==> config.mk <==
export PLATFORM = sky130hd
export DESIGN_NAME = puf_crp_controller
export DESIGN_NICKNAME = d
export VERILOG_FILES = /design/src/rtl/puf_pkg.sv /design/src/rtl/puf_majority_voter.sv /design/src/rtl/puf_crp_controller.sv
export SDC_FILE = /design/constraint.sdc
export NUM_CORES = 1
export LEC_CHECK = 0
export ABC_AREA = 1
export ABC_CLOCK_PERIOD_IN_PS = 18100
export BUFFER_PORTS_ARGS = -buffer_cell sky130_fd_sc_hd__buf_2
export CORE_MARGIN = 2
export CORE_UTILIZATION = 40
export CTS_CLUSTER_SIZE = 25
export DETAILED_ROUTE_END_ITERATION = 7
export HOLD_SLACK_MARGIN = 0.06
export PLACE_DENSITY = 0.63
export SLEW_MARGIN = 20
export SYNTH_ARGS = -nofsm -noshare
export SYNTH_HDL_FRONTEND = slang
export SYNTH_HIERARCHICAL = 1
export SYNTH_SLANG_ARGS = --single-unit
==> constraint.sdc <==
create_clock -name clk -period 18.1 [get_ports clk]
set_clock_uncertainty 0.15 [all_clocks]
set_input_delay 1.81 -clock clk [delete_from_list [all_inputs] [get_ports clk]]
set_output_delay 1.81 -clock clk [all_outputs]
set_load 0.02 [all_outputs]
==> src/rtl/puf_pkg.sv <==
// Shared types and helpers for the PUF challenge-response pair controller.
package puf_pkg;

  typedef enum logic [2:0] {
    StIdle,
    StSettle,
    StEval,
    StVote,
    StOut,
    StFinish
  } crp_state_t;

  // Widest challenge the LFSR helper supports; callers zero-extend and truncate.
  localparam int unsigned LfsrMaxW = 256;

  localparam logic [63:0] DefaultTapMask = 64'hD800_0000_0000_0000;

  // Counter width able to hold 0..num_eval inclusive.
  function automatic int unsigned vote_cnt_w(input int unsigned num_eval);
    return $clog2(num_eval + 1);
  endfunction

  // Shift left, feed the masked parity into bit 0. Truncating the result to the
  // caller's width yields {c[W-2:0], ^(c & mask)}.
  function automatic logic [LfsrMaxW-1:0] lfsr_next(input logic [LfsrMaxW-1:0] c,
                                                    input logic [LfsrMaxW-1:0] mask);
    return {c[LfsrMaxW-2:0], ^(c & mask)};
  endfunction

endpackage

==> src/rtl/puf_majority_voter.sv <==
// Per-bit vote counters with majority and instability decode.
module puf_majority_voter
  import puf_pkg::*;
#(
  parameter int unsigned RESP_W   = 64,
  parameter int unsigned NUM_EVAL = 5
) (
  input  logic              clk,
  input  logic              rst,
  input  logic              clr,
  input  logic              acc,
  input  logic [RESP_W-1:0] resp,
  output logic [RESP_W-1:0] voted,
  output logic [RESP_W-1:0] unstable
);

  localparam int unsigned CntW = vote_cnt_w(NUM_EVAL);
  localparam logic [CntW-1:0] Half = CntW'(NUM_EVAL / 2);
  localparam logic [CntW-1:0] Full = CntW'(NUM_EVAL);

  logic [CntW-1:0] cnt_q [RESP_W];
  logic [CntW-1:0] cnt_d [RESP_W];

  // Clear wins over accumulate; otherwise add each response bit to its counter.
  always_comb begin
    for (int i = 0; i < RESP_W; i++) begin
      cnt_d[i] = cnt_q[i];
      if (clr) begin
        cnt_d[i] = '0;
      end else if (acc) begin
        cnt_d[i] = cnt_q[i] + CntW'(resp[i]);
      end
    end
  end

  // Counter storage.
  always_ff @(posedge clk or posedge rst) begin
    if (rst) begin
      for (int i = 0; i < RESP_W; i++) cnt_q[i] <= '0;
    end else begin
      for (int i = 0; i < RESP_W; i++) cnt_q[i] <= cnt_d[i];
    end
  end

  // Majority and non-unanimous decode.
  always_comb begin
    voted    = '0;
    unstable = '0;
    for (int i = 0; i < RESP_W; i++) begin
      voted[i]    = cnt_q[i] > Half;
      unstable[i] = (cnt_q[i] != '0) && (cnt_q[i] != Full);
    end
  end

endmodule

==> src/rtl/puf_crp_controller.sv <==
// Challenge-response pair controller: LFSR challenges, repeated PUF evaluation,
// majority vote, and valid/ready streaming of voted CRPs.
module puf_crp_controller
  import puf_pkg::*;
#(
  parameter int unsigned     CH_W     = 64,
  parameter int unsigned     RESP_W   = 64,
  parameter int unsigned     NUM_EVAL = 5,
  parameter int unsigned     SETTLE   = 16,
  parameter logic [CH_W-1:0] TAP_MASK = CH_W'(DefaultTapMask)
) (
  input  logic              clk,
  input  logic              rst,
  input  logic              start,
  input  logic [CH_W-1:0]   seed,
  input  logic [15:0]       num_crp,
  output logic              busy,
  output logic [CH_W-1:0]   puf_challenge,
  output logic              puf_en,
  input  logic [RESP_W-1:0] puf_resp,
  input  logic              puf_resp_valid,
  output logic              crp_valid,
  input  logic              crp_ready,
  output logic [CH_W-1:0]   crp_challenge,
  output logic [RESP_W-1:0] crp_response,
  output logic [RESP_W-1:0] crp_unstable,
  output logic              done
);

  localparam int unsigned EvalW   = vote_cnt_w(NUM_EVAL);
  localparam int unsigned SettleW = (SETTLE > 1) ? $clog2(SETTLE) : 1;
  localparam logic [EvalW-1:0]   EvalLast   = EvalW'(NUM_EVAL - 1);
  localparam logic [SettleW-1:0] SettleLast = SettleW'(SETTLE - 1);

  crp_state_t         state_q, state_d;
  logic [CH_W-1:0]    chal_q, chal_d;
  logic [15:0]        num_q, num_d;
  logic [15:0]        idx_q, idx_d;
  logic [SettleW-1:0] settle_q, settle_d;
  logic [EvalW-1:0]   eval_q, eval_d;
  logic [RESP_W-1:0]  resp_q, resp_d;
  logic [RESP_W-1:0]  unst_q, unst_d;

  logic              vote_clr, vote_acc;
  logic [RESP_W-1:0] voted, unstable;
  logic [CH_W-1:0]   chal_step;

  assign chal_step = CH_W'(lfsr_next(LfsrMaxW'(chal_q), LfsrMaxW'(TAP_MASK)));

  puf_majority_voter #(
    .RESP_W  (RESP_W),
    .NUM_EVAL(NUM_EVAL)
  ) u_voter (
    .clk     (clk),
    .rst     (rst),
    .clr     (vote_clr),
    .acc     (vote_acc),
    .resp    (puf_resp),
    .voted   (voted),
    .unstable(unstable)
  );

  // State and datapath registers.
  always_ff @(posedge clk or posedge rst) begin
    if (rst) begin
      state_q  <= StIdle;
      chal_q   <= '0;
      num_q    <= '0;
      idx_q    <= '0;
      settle_q <= '0;
      eval_q   <= '0;
      resp_q   <= '0;
      unst_q   <= '0;
    end else begin
      state_q  <= state_d;
      chal_q   <= chal_d;
      num_q    <= num_d;
      idx_q    <= idx_d;
      settle_q <= settle_d;
      eval_q   <= eval_d;
      resp_q   <= resp_d;
      unst_q   <= unst_d;
    end
  end

  // Next-state and datapath update.
  always_comb begin
    state_d  = state_q;
    chal_d   = chal_q;
    num_d    = num_q;
    idx_d    = idx_q;
    settle_d = '0;
    eval_d   = eval_q;
    resp_d   = resp_q;
    unst_d   = unst_q;
    unique case (state_q)
      StIdle: begin
        if (start) begin
          // An all-zero seed would lock the LFSR at zero.
          chal_d  = (seed == '0) ? CH_W'(1) : seed;
          num_d   = num_crp;
          idx_d   = '0;
          state_d = (num_crp == '0) ? StFinish : StSettle;
        end
      end
      StSettle: begin
        settle_d = settle_q + SettleW'(1);
        eval_d   = '0;
        if (settle_q == SettleLast) begin
          settle_d = '0;
          state_d  = StEval;
        end
      end
      StEval: begin
        if (puf_resp_valid) begin
          eval_d = eval_q + EvalW'(1);
          if (eval_q == EvalLast) state_d = StVote;
        end
      end
      StVote: begin
        resp_d  = voted;
        unst_d  = unstable;
        state_d = StOut;
      end
      StOut: begin
        if (crp_ready) begin
          chal_d  = chal_step;
          idx_d   = idx_q + 16'd1;
          state_d = (idx_q + 16'd1 == num_q) ? StFinish : StSettle;
        end
      end
      StFinish: state_d = StIdle;
      default:  state_d = StIdle;
    endcase
  end

  // State-decoded outputs and voter controls.
  always_comb begin
    busy          = state_q != StIdle;
    puf_en        = state_q == StEval;
    crp_valid     = state_q == StOut;
    done          = state_q == StFinish;
    vote_clr      = state_q == StSettle;
    vote_acc      = (state_q == StEval) && puf_resp_valid;
    puf_challenge = chal_q;
    crp_challenge = chal_q;
    crp_response  = resp_q;
    crp_unstable  = unst_q;
  end

endmodule
======== After elaboration in Yosys (flattened, before gate mapping) ========
Cells that the tools add are included.
word-level totals
  register bits after elaboration ......... 426
  input port bits ......................... 149
  output and inout port bits .............. 260
  word-level logic and storage cells ...... 568
operators by class
  add/subtract/negate cells ............... 67
  magnitude comparators ................... 64
  equal/unequal tests ..................... 77
  multiplexer cells ....................... 147
  reductions and logical operators ........ 141
operators by type and width
  kind                   count
  $mux 3                 136
  $reduce_xor 256->1     1
  $reduce_bool 3->1      65
  $add 3x1->3            64
  $gt 3x2->1 const B     64
  $mux 64                3
  $ne 3x3->1 const B     64
  $pmux 64 s2            1
  $logic_and 1x1->1      65
  $logic_not 64->1       1
  $mux 16                2
  $pmux 16 s2            1
  $add 16x1->16 const B  1
  $eq 16x16->1           1
  $logic_not 16->1       1
  $pmux 3 s5             1
  $eq 3x3->1 const B     3
  $mux 4                 2
  $eq 3x2->1 const B     2
  $ne 2x1->1 const B     3
  $pmux 3 s2             1
  $reduce_bool 2->1      3
  $reduce_and 5->1       1
  $add 4x1->4 const B    1
  other kinds (7)        9

======== Logic depth before layout (Yosys ltp) ========
Gate-level depths: netlist (run 1).
  word-level depth ........................ 5
  depth in mapped cells ................... 14
  gate-level depth less buffers ........... 14

======== By module ========
The synthesis (run 1) kept the hierarchy.
by module, submodules not included
  module              instances  cells an instance  area an instance (µm²)
  puf_majority_voter  1          1475               11473.5
  puf_crp_controller  1          995                10736.5

======== Worst setup path after synthesis (run 1) ========
Ideal clock, no wire load.
  kind .................................... reg2out
  start point ............................. register state_q[1]
  end point ............................... output port crp_valid
  arrival time ............................ 1172 ps
  data required time ...................... 16140 ps
  setup slack ............................. 14968 ps
  cell stages (with the launch flop) ...... 5
  path buffers ............................ 1
  cells stage by stage .................... dfrtp_1 -> nor2_1 -> nand2_1 -> inv_1 -> clkbuf_1
on the way
  word-level cells in the longest chain between the ends .. 1
ends and longest elaborated chain
  what                    RTL line                   RTL
  start, declared         puf_crp_controller.sv:35   crp_state_t state_q, state_d;
  start signal, assigned  puf_crp_controller.sv:66   state_q <= StIdle;
  start signal, assigned  puf_crp_controller.sv:75   state_q <= state_d;
  $eq 3x3->1              puf_crp_controller.sv:141  crp_valid = state_q == StOut;
  end, declared           puf_crp_controller.sv:22   output logic crp_valid,
No other way between the ends.

======== Final worst setup path (run 1) ========
Ends and elaborated chain as after synthesis.

==> reports/results.txt, run 1 <==
Initial Utilization = 0.404
Static Leakage = 14.0 nW
CTS tree = yes
Die ar. = 57400 um^2
Core Rows = 86
IO Pins = 409
RSZ-0062 raised after global routing = false
first-pass GRT wire length = 92200 um
post-route clock period utilization = 0.238
drt first pass iters = 5
Total GRT Usage = 0.200
syn_nets = 2751
status = finished, final reports clean
yosys warns = 6
clk root buf = clkbuf_16
share of cells above drive strength 1 = 0.230
Slew @ Worst Pin = 1.07 ns
final setup TNS = 0 ns
Worst-Skew Late Latency = 0.60 ns
DP Wirelength = 39200 um
total clock buffers created by CTS = 49
CTS Hold Buffers Added = 0
final WL = 57600 um
Fin Hold WS = 0.313 ns
critical path's top delay family = buffers and inverters
DRC viols = 0
Period minus WS final = 4.31 ns
Congestion Overflow GR = 0
synthesized instance count = 2470
number of synthesized register bits = 426
Max Cap Viol = 0
Post-DRT Antenna Nets = 0
CTS resizes = 0
CP endpoint kind = output pin
Iter 0 DRT Violations = 950
Post-CTS Setup Repair Bufs = 0
slew margin rel. = 0.289
initial antenna violation count = 11
startpoint types = flip-flop
Post-synth EDFFs = 0
final setup fails = 0
per-cell routed wire length = 16.2 um
fraction of registers with async set/reset = 1.00
critical path data arrival time = 2.35 ns
Die Y = 240 um
Via density = 5.08
fmax = 0.232 GHz
IO Port Bufs = 408
largest net degree at the start of global routing = 120
Reg clk slew, reported paths = 0.06 ns
max-slew violation count = 0
Vias = 18100
Synth Cell Area = 22200 um^2
peak supply drop = 0.0968 mV
Syn-to-layout area delta = 16.2%
Worst EP required = 16.14 ns
Synth top area share = 0.480
Filler cells = 5185
sequential share of the synthesized area = 0.480
maximum fanout along the worst path = 21
area taken by flip-flops and latches = 10700 um^2
number of global-route vias before repair = 18100
synth top area cells = dfrtp_1, nand2_1, nand3_1
Cell Chain, Critical Path = nor2_1 -> nand2_1 -> inv_1 -> buf_2
Post-synth top flop = dfrtp_1
core footprint = 55000 um^2
CP Class = flip-flop to output pin
clock tree buffer depth = 3
unique cell type count in the Yosys netlist = 35
slowest CP cell = inv_1
final net count = 3050
H-tree depth = 2
Slowest Stage Delay on Critical Path = 0.59 ns
GP Congestion = 0.847
endpoints failing hold = 0
Bufs and invs on worst path = 2
pwr/cell area = 161 nW/um^2
Multi-input gate area = 9190 um^2
CTS sink count = 426
syn avg cell area = 8.99 um^2
Synth area leader = dfrtp_1
die span in x = 240 um
Min-Delay Path Class = flip-flop to flip-flop
## final cells by class
class,instances,area share
Sequential cell,426,0.413
Multi-Input combinational cell,1547,0.356
Timing Repair Buffer,421,0.0840
Clock buffer,70,0.0533
Inverter,324,0.0479
Tap cell,748,0.0363
Clock inverter,17,0.00844
Antenna cell,6,0.000582
## metrics by stage
step	utilization	instances	setup WS (ns)	area, um^2	power (mW)
2_1_floorplan	-	2470	9.72	22200	2.79
3_3_place_gp	0.439	3465	13.24	24200	3.13
3_5_place_dp	0.439	3465	13.14	24200	3.19
4_1_cts	0.468	3552	13.74	25800	4.20
5_1_grt	0.469	3557	13.67	25800	4.46
6_report	0.469	3559	13.79	25800	4.16
## per-layer routing
layer	vias up	global-route usage	wire [um]
met4	12	0.0949	2280
li1	8692	-	-
met1	8737	0.228	22600
met3	127	0.0538	4190
met5	-	0	92
met2	510	0.348	28500
## kinds of logic (layout without fill, tap and decap cells)
logic type	count (synthesis)	count (layout)	synth area share
AO/OA/AOI/OAI	235	235	0.0646
AND/OR/NAND/NOR	1038	1038	0.202
adder cells (fa/ha/maj)	132	132	0.0744
other	0	6	0
buffers and inverters	497	832	0.107
XOR/XNOR	13	13	0.00648
multiplexers	129	129	0.0654
flip-flops	426	426	0.480
## path summary, 6_finish.rpt
check	from	cells past startpoint	to	slack [ns]
hold / removal	settle_q[0]	1	settle_q[0]	0.31
setup reg to reg	state_q[0]	9	u_voter/cnt_q[81]	14.77
max in group asynchronous	rst	4	crp_challenge[12]	14.51
min in group asynchronous	rst	2	crp_response[23]	1.22
hold reg to reg	settle_q[0]	1	settle_q[0]	0.31
setup / recovery	state_q[1]	4	crp_valid	13.79
## flip-flops by register name, indices dropped and copies added, names as in the netlist
signal / cells
eval_q: 3
state_q: 3
idx_q: 16
crp_challenge: 64
crp_unstable: 64
u_voter/cnt_q: 192
settle_q: 4
crp_response: 64
num_q: 16
## synth_stat cells (6+ instances only)
cell	count
nand4_1	17
o21ai_0	90
nor4_1	12
buf_6	20
ha_1	132
o22ai_1	11
buf_2	46
o221ai_1	62
nand2_1	556
nand2_2	6
mux2_2	129
buf_4	82
inv_1	322
xnor2_1	6
a21oi_1	67
clkbuf_1	24
dfrtp_1	426
nand3_1	337
nor2_1	91
## placed cells by master, fill, tap and decap left out, types with 15 or more instances in the layout
cell	synthesis	routed
a21oi_1	67	67
buf_2	46	408
clkbuf_1	24	15
clkbuf_16	0	50
dfrtp_1	426	426
ha_1	132	132
inv_1	322	319
mux2_2	129	129
nand2_1	556	556
nand3_1	337	336
nand4_1	17	17
nor2_1	91	90
o21ai_0	90	90
o221ai_1	62	62
## worst reg2reg max path: cells and delay by family, from the launching register on
kind / cells / cell delay (ns)
buffers and inverters: 4 / 1.54
and+or+nand+nor: 5 / 1.14
DFF: 1 / 0.45
## report_power, final
part	total, mW	switching (mW)	internal [mW]
clock network	0.991	0.404	0.586
registers	1.49	0.247	1.24
logic	1.68	1.09	0.590
Note: power is estimated with default switching activity, not from simulation.
==> inputs of run 2 (changes only) <==
--- a/config.mk
+++ b/config.mk
@@ -5,15 +5,15 @@
 export SDC_FILE = /design/constraint.sdc
 export NUM_CORES = 1
 export LEC_CHECK = 0
-export ABC_AREA = 1
-export ABC_CLOCK_PERIOD_IN_PS = 18100
+export ABC_AREA = 0
+export ABC_CLOCK_PERIOD_IN_PS = 3490
 export BUFFER_PORTS_ARGS = -buffer_cell sky130_fd_sc_hd__buf_2
 export CORE_MARGIN = 2
 export CORE_UTILIZATION = 40
 export CTS_CLUSTER_SIZE = 25
 export DETAILED_ROUTE_END_ITERATION = 7
 export HOLD_SLACK_MARGIN = 0.06
-export PLACE_DENSITY = 0.63
+export PLACE_DENSITY = 0.65
 export SLEW_MARGIN = 20
 export SYNTH_ARGS = -nofsm -noshare
 export SYNTH_HDL_FRONTEND = slang
==> constraint.sdc (replaced) <==
create_clock -name clk -period 3.49 [get_ports clk]
set_clock_uncertainty 0.15 [all_clocks]
set_input_delay 0.349 -clock clk [delete_from_list [all_inputs] [get_ports clk]]
set_output_delay 0.349 -clock clk [all_outputs]
set_load 0.02 [all_outputs]
==> reports/results.txt, run 2 <==
final setup fails = 0
critical path data arrival time = 2.92 ns
max-slew violation count = 0
Slew @ Worst Pin = 0.934 ns
CTS Hold Buffers Added = 146
number of global-route vias before repair = 16400
drt first pass iters = 5
yosys warns = 6
die span in x = 239 um
max FFs per register = 192
final net count = 2688
slowest CP cell = or3_2
synth top area cells = dfrtp_1, ha_1, mux2_2
DP Cell Count = 2913
Post-CTS Setup Repair Bufs = 0
NetSw = 7.84 mW
peak supply drop = 0.583 mV
most frequent cells in the layout = dfrtp_1, buf_2, nand2_1, dlygate4sd3_1, nor2_1
CP Class = flip-flop to flip-flop
IO Port Bufs = 408
RSZ-0062 raised after global routing = false
sequential share of the synthesized area = 0.483
status = finished, final reports clean
Min-Delay Path Class = primary input to flip-flop
Synth Cell Area = 22100 um^2
CTS sink count = 426
pre-CTS setup slack = 0.925 ns
Initial Utilization = 0.402
Die ar. = 57100 um^2
per-cell routed wire length = 17.0 um
first-pass GRT wire length = 85900 um
Reg with most FFs = u_voter/cnt_q
Via density = 5.15
top cells by count, synth = dfrtp_1, nand2_1, nor2_1, ha_1, mux2i_1
syn_nets = 2207
Syn-to-layout area delta = 24.3%
fmax = 0.389 GHz
Synth top area share = 0.483
DRC viols = 0
share of cells above drive strength 1 = 0.299
Static Leakage = 14.4 nW
final setup TNS = 0 ns
Design Area, Final = 27400 um^2
CP endpoint kind = flip-flop
final WL = 53700 um
Worst-Skew Late Latency = 0.58 ns
pwr/cell area = 720 nW/um^2
Post-synth EDFFs = 0
Comb pwr share = 0.369
clock group share of total power = 0.260
most frequent cell after synthesis = dfrtp_1
post-route clock period utilization = 0.737
maximum fanout along the worst path = 7
fraction of registers with async set/reset = 1.00
Reg clk slew, reported paths = 0.06 ns
Period minus WS final = 2.57 ns
startpoint types = flip-flop
CTS resizes = 0
clock tree buffer depth = 3
syn avg cell area = 11.5 um^2
final core occ = 0.500
Congestion Overflow GR = 0
setup ws final = 0.916 ns
Int Power = 11.9 mW
DP Wirelength = 35600 um
final std cells w/o fill = 3152
core footprint = 54900 um^2
Seq pwr share = 0.372
endpoints failing hold = 0
Pwr Total = 19.7 mW
H-tree depth = 2
Fin Hold WS = 0.162 ns
Post-synth top flop = dfrtp_1
Cell Chain, Critical Path = ha_1 -> inv_1 -> nor2_1 -> nand4_1 -> or3_2 -> a221o_1 -> o31ai_1
GP Congestion = 0.904
slew margin rel. = 0.377
Core Rows = 86
synthesized instance count = 1926
Vias = 16200
commonest non-fill, non-tap cell in the layout = dfrtp_1
Iter 0 DRT Violations = 814
number of synthesized register bits = 426
Synth area leader = dfrtp_1
Sw Ratio = 0.397
Worst EP required = 3.84 ns
CTS tree = yes
IO Pins = 409
Post-DRT Antenna Nets = 0
area of placed instances = 24400 um^2
Max Cap Viol = 0
total clock buffers created by CTS = 49
clk root buf = clkbuf_16
Total GRT Usage = 0.185
unique cell type count in the Yosys netlist = 53
initial antenna violation count = 3
largest net degree at the start of global routing = 125
Die Y = 239 um
Slowest Stage Delay on Critical Path = 0.51 ns
-- run 2: cell count changes after synthesis, sizes merged, moves of 71 or more --
cell,previous run,this run
nand2,563,201
nand3,338,17
inv,324,8
mux2i,0,130
xnor2,6,85
o21ai,91,20
-- run 2: logic make-up (layout without fill, tap and decap cells) --
family | count (synthesis) | count (layout) | synth area share
xor gates and xnor gates | 92 | 92 | 0.0365
other | 0 | 3 | 0
muxes | 258 | 258 | 0.124
AOI/OAI and AO/OA | 303 | 303 | 0.109
buffers and inverters | 170 | 689 | 0.0533
adders and majority gates | 132 | 132 | 0.0748
and+or+nand+nor | 545 | 545 | 0.119
DFF | 426 | 426 | 0.483
-- run 2: layout make-up --
cell class	count	area [um^2]
Sequential cell	426	10700
Fill cell	4866	27400
Antenna cell	3	7.51
Inverter	8	42.5
Timing Repair Buffer	592	4000
Clock buffer	72	1440
Tap cell	704	881
Clock inverter	17	163
Multi-Input combinational cell	1330	10200
-- run 2: power by group through the flow --
stage / Sequential [mW] / Clock, mW / Combinational [mW]
final: 7.34 / 5.13 / 7.28
after global routing: 7.51 / 5.49 / 8.00
after CTS: 7.33 / 5.29 / 7.35
after detailed placement: 7.41 / 0 / 7.18
after global placement: 7.32 / 0 / 7.05
after floorplan: 8.02 / 0 / 4.63
-- run 2: final timing paths --
kind / slack, ns / start / to / cells past startpoint
worst max-delay path: 0.92 / idx_q[0] / state_q[2] / 7
worst min-delay path: 0.16 / start / state_q[1] / 3
worst max register to register: 0.92 / idx_q[0] / state_q[2] / 7
worst min register to register: 0.31 / settle_q[0] / settle_q[0] / 1
max in group asynchronous: 1.91 / rst / u_voter/cnt_q[24] / 4
min in group asynchronous: 0.26 / rst / crp_unstable[19] / 3
-- run 2: worst max-delay path, delay by kind of cell (launching register included) --
family / cells / cell delay [ns]
fa+ha+maj: 1 / 0.31
simple gates: 3 / 0.88
compound gates: 2 / 0.55
buf+inv: 1 / 0.10
flops: 1 / 0.49
-- run 2: routing by layer --
metal  up-vias  wire length [um]  GRT usage  part of all wire
li1       7643                 -          -                 -
met1      8047             23200      0.239              0.43
met2       456             25900      0.310              0.48
met3        92              3310     0.0395             0.062
met4         0              1300     0.0580             0.024
met5         -                 0          0                 0
==> inputs of run 3 (changes only) <==
--- a/config.mk
+++ b/config.mk
@@ -6,14 +6,14 @@
 export NUM_CORES = 1
 export LEC_CHECK = 0
 export ABC_AREA = 0
-export ABC_CLOCK_PERIOD_IN_PS = 3490
+export ABC_CLOCK_PERIOD_IN_PS = 2700
 export BUFFER_PORTS_ARGS = -buffer_cell sky130_fd_sc_hd__buf_2
 export CORE_MARGIN = 2
 export CORE_UTILIZATION = 40
 export CTS_CLUSTER_SIZE = 25
 export DETAILED_ROUTE_END_ITERATION = 7
 export HOLD_SLACK_MARGIN = 0.06
-export PLACE_DENSITY = 0.65
+export PLACE_DENSITY = 0.63
 export SLEW_MARGIN = 20
 export SYNTH_ARGS = -nofsm -noshare
 export SYNTH_HDL_FRONTEND = slang
==> constraint.sdc (replaced) <==
create_clock -name clk -period 2.7 [get_ports clk]
set_clock_uncertainty 0.15 [all_clocks]
set_input_delay 0.27 -clock clk [delete_from_list [all_inputs] [get_ports clk]]
set_output_delay 0.27 -clock clk [all_outputs]
set_load 0.02 [all_outputs]
==> reports/results.txt, run 3 (same netlist as run 2, synthesis figures left out) <==
CP Class = flip-flop to flip-flop
CTS sink count = 426
IO Pins = 409
max-slew violation count = 0
setup ws final = 0.215 ns
Congestion Overflow GR = 0
Min-Delay Path Class = primary input to asynchronous set/reset pin
Iter 0 DRT Violations = 822
Period minus WS final = 2.48 ns
Post-DRT Antenna Nets = 0
die span in x = 239 um
status = finished, final reports clean
fmax = 0.402 GHz
final setup TNS = 0 ns
Reg clk slew, reported paths = 0.06 ns
startpoint types = flip-flop
drt first pass iters = 5
DRC viols = 0
Worst EP required = 3.08 ns
CP endpoint kind = flip-flop
Reg with most FFs = u_voter/cnt_q
Reg2Reg Depth = 6
final core occ = 0.505
DP Cell Count = 2916
Filler cells = 4894
largest net degree at the start of global routing = 97
critical path's top delay family = simple AND/OR/NAND/NOR gates
final WL = 52900 um
number of global-route vias before repair = 16400
Die Y = 239 um
pwr/cell area = 935 nW/um^2
slew margin rel. = 0.459
Initial Utilization = 0.402
Cell Chain, Critical Path = nor3_2 -> and2_2 -> buf_12 -> nand2_1 -> nand2_1 -> dlygate4sd3_1
core footprint = 54900 um^2
final setup fails = 0
Static Leakage = 14.5 nW
GP Congestion = 0.868
clk root buf = clkbuf_16
Core Rows = 86
H-tree depth = 2
Worst-Skew Late Latency = 0.60 ns
total clock buffers created by CTS = 51
Total GRT Usage = 0.185
share of cells above drive strength 1 = 0.297
Die ar. = 57100 um^2
initial antenna violation count = 2
final std cells w/o fill = 3174
final net count = 2710
most frequent cells in the layout = dfrtp_1, buf_2, nand2_1, dlygate4sd3_1, nor2_1
CTS tree = yes
pre-CTS setup slack = 0.274 ns
maximum fanout along the worst path = 70
slowest CP cell = dlygate4sd3_1
RSZ-0062 raised after global routing = false
Via density = 5.07
Max Cap Viol = 0
Bufs and invs on worst path = 2
post-route clock period utilization = 0.920
Vias = 16100
per-cell routed wire length = 16.7 um
critical path depth in cells = 6
peak supply drop = 0.573 mV
IO Port Bufs = 408
Post-CTS Setup Repair Bufs = 0
critical path data arrival time = 2.87 ns
clock tree buffer depth = 3
Syn-to-layout area delta = 25.5%
Most common cell on crit path = nand2_1
Slew @ Worst Pin = 0.812 ns
DP Wirelength = 35100 um
endpoints failing hold = 0
commonest non-fill, non-tap cell in the layout = dfrtp_1
Slowest Stage Delay on Critical Path = 0.55 ns
first-pass GRT wire length = 85800 um
max FFs per register = 192
-- run 3: per-stage QoR --
step / power [mW] / area (um^2) / hold WS [ns]
CTS: 26.2 / 27700 / 0.105
global route: 27.6 / 27700 / 0.161
floorplan: 16.4 / 22100 / 0.225
finish: 25.9 / 27700 / 0.162
detailed placement: 18.9 / 24400 / 0.217
global placement: 18.7 / 24400 / 0.213
-- run 3: where the power goes --
part / total, mW / leakage, nW / internal, mW / switching (mW)
registers: 9.43 / 5.77 / 7.94 / 1.49
logic: 9.68 / 7.92 / 3.81 / 5.87
clock network: 6.78 / 0.806 / 3.98 / 2.80
-- run 3: worst min-delay path, cell delays in order --
cell	delay, ns
dlygate4sd3_1	0.55
buf_2	0.17
clkinvlp_4	0.33
-- run 3: final cells by class --
cell class,count,area [um^2],share of cell area
flip-flops and latches,426,10700,0.385
multi-input cells,1330,10300,0.370
repair buffers,612,4210,0.152
clock buffers,73,1430,0.0516
well taps,704,881,0.0318
clock inverters,19,226,0.00817
inverters,8,42.5,0.00154
diodes,2,5.00,0.000181
-- run 3: worst paths after layout --
| path | slack, ns | start | end |
|---|---|---|---|
| min in group clk | 0.30 | seed[47] | crp_challenge[47] |
| max in group asynchronous | 1.50 | rst | u_voter/cnt_q[107] |
| max reg2reg | 0.22 | state_q[0] | num_q[12] |
| max | 0.22 | state_q[0] | num_q[12] |
| min reg2reg | 0.32 | settle_q[0] | settle_q[0] |
| min | 0.16 | rst | u_voter/cnt_q[130] |
-- run 3: layer usage --
layer	up-vias	part of all wire	routed length, um	global-route usage
li1	7673	-	-	-
met1	7910	0.43	23000	0.242
met2	410	0.48	25700	0.310
met3	85	0.059	3120	0.0374
met4	0	0.021	1130	0.0530
met5	-	0	0	0
-- run 3: repair_timing --
item,CTS,global route
hold endpoints to repair,620,0
hold buffers,164,0
resized for setup,0,1
endpoints found under the setup margin,0,3
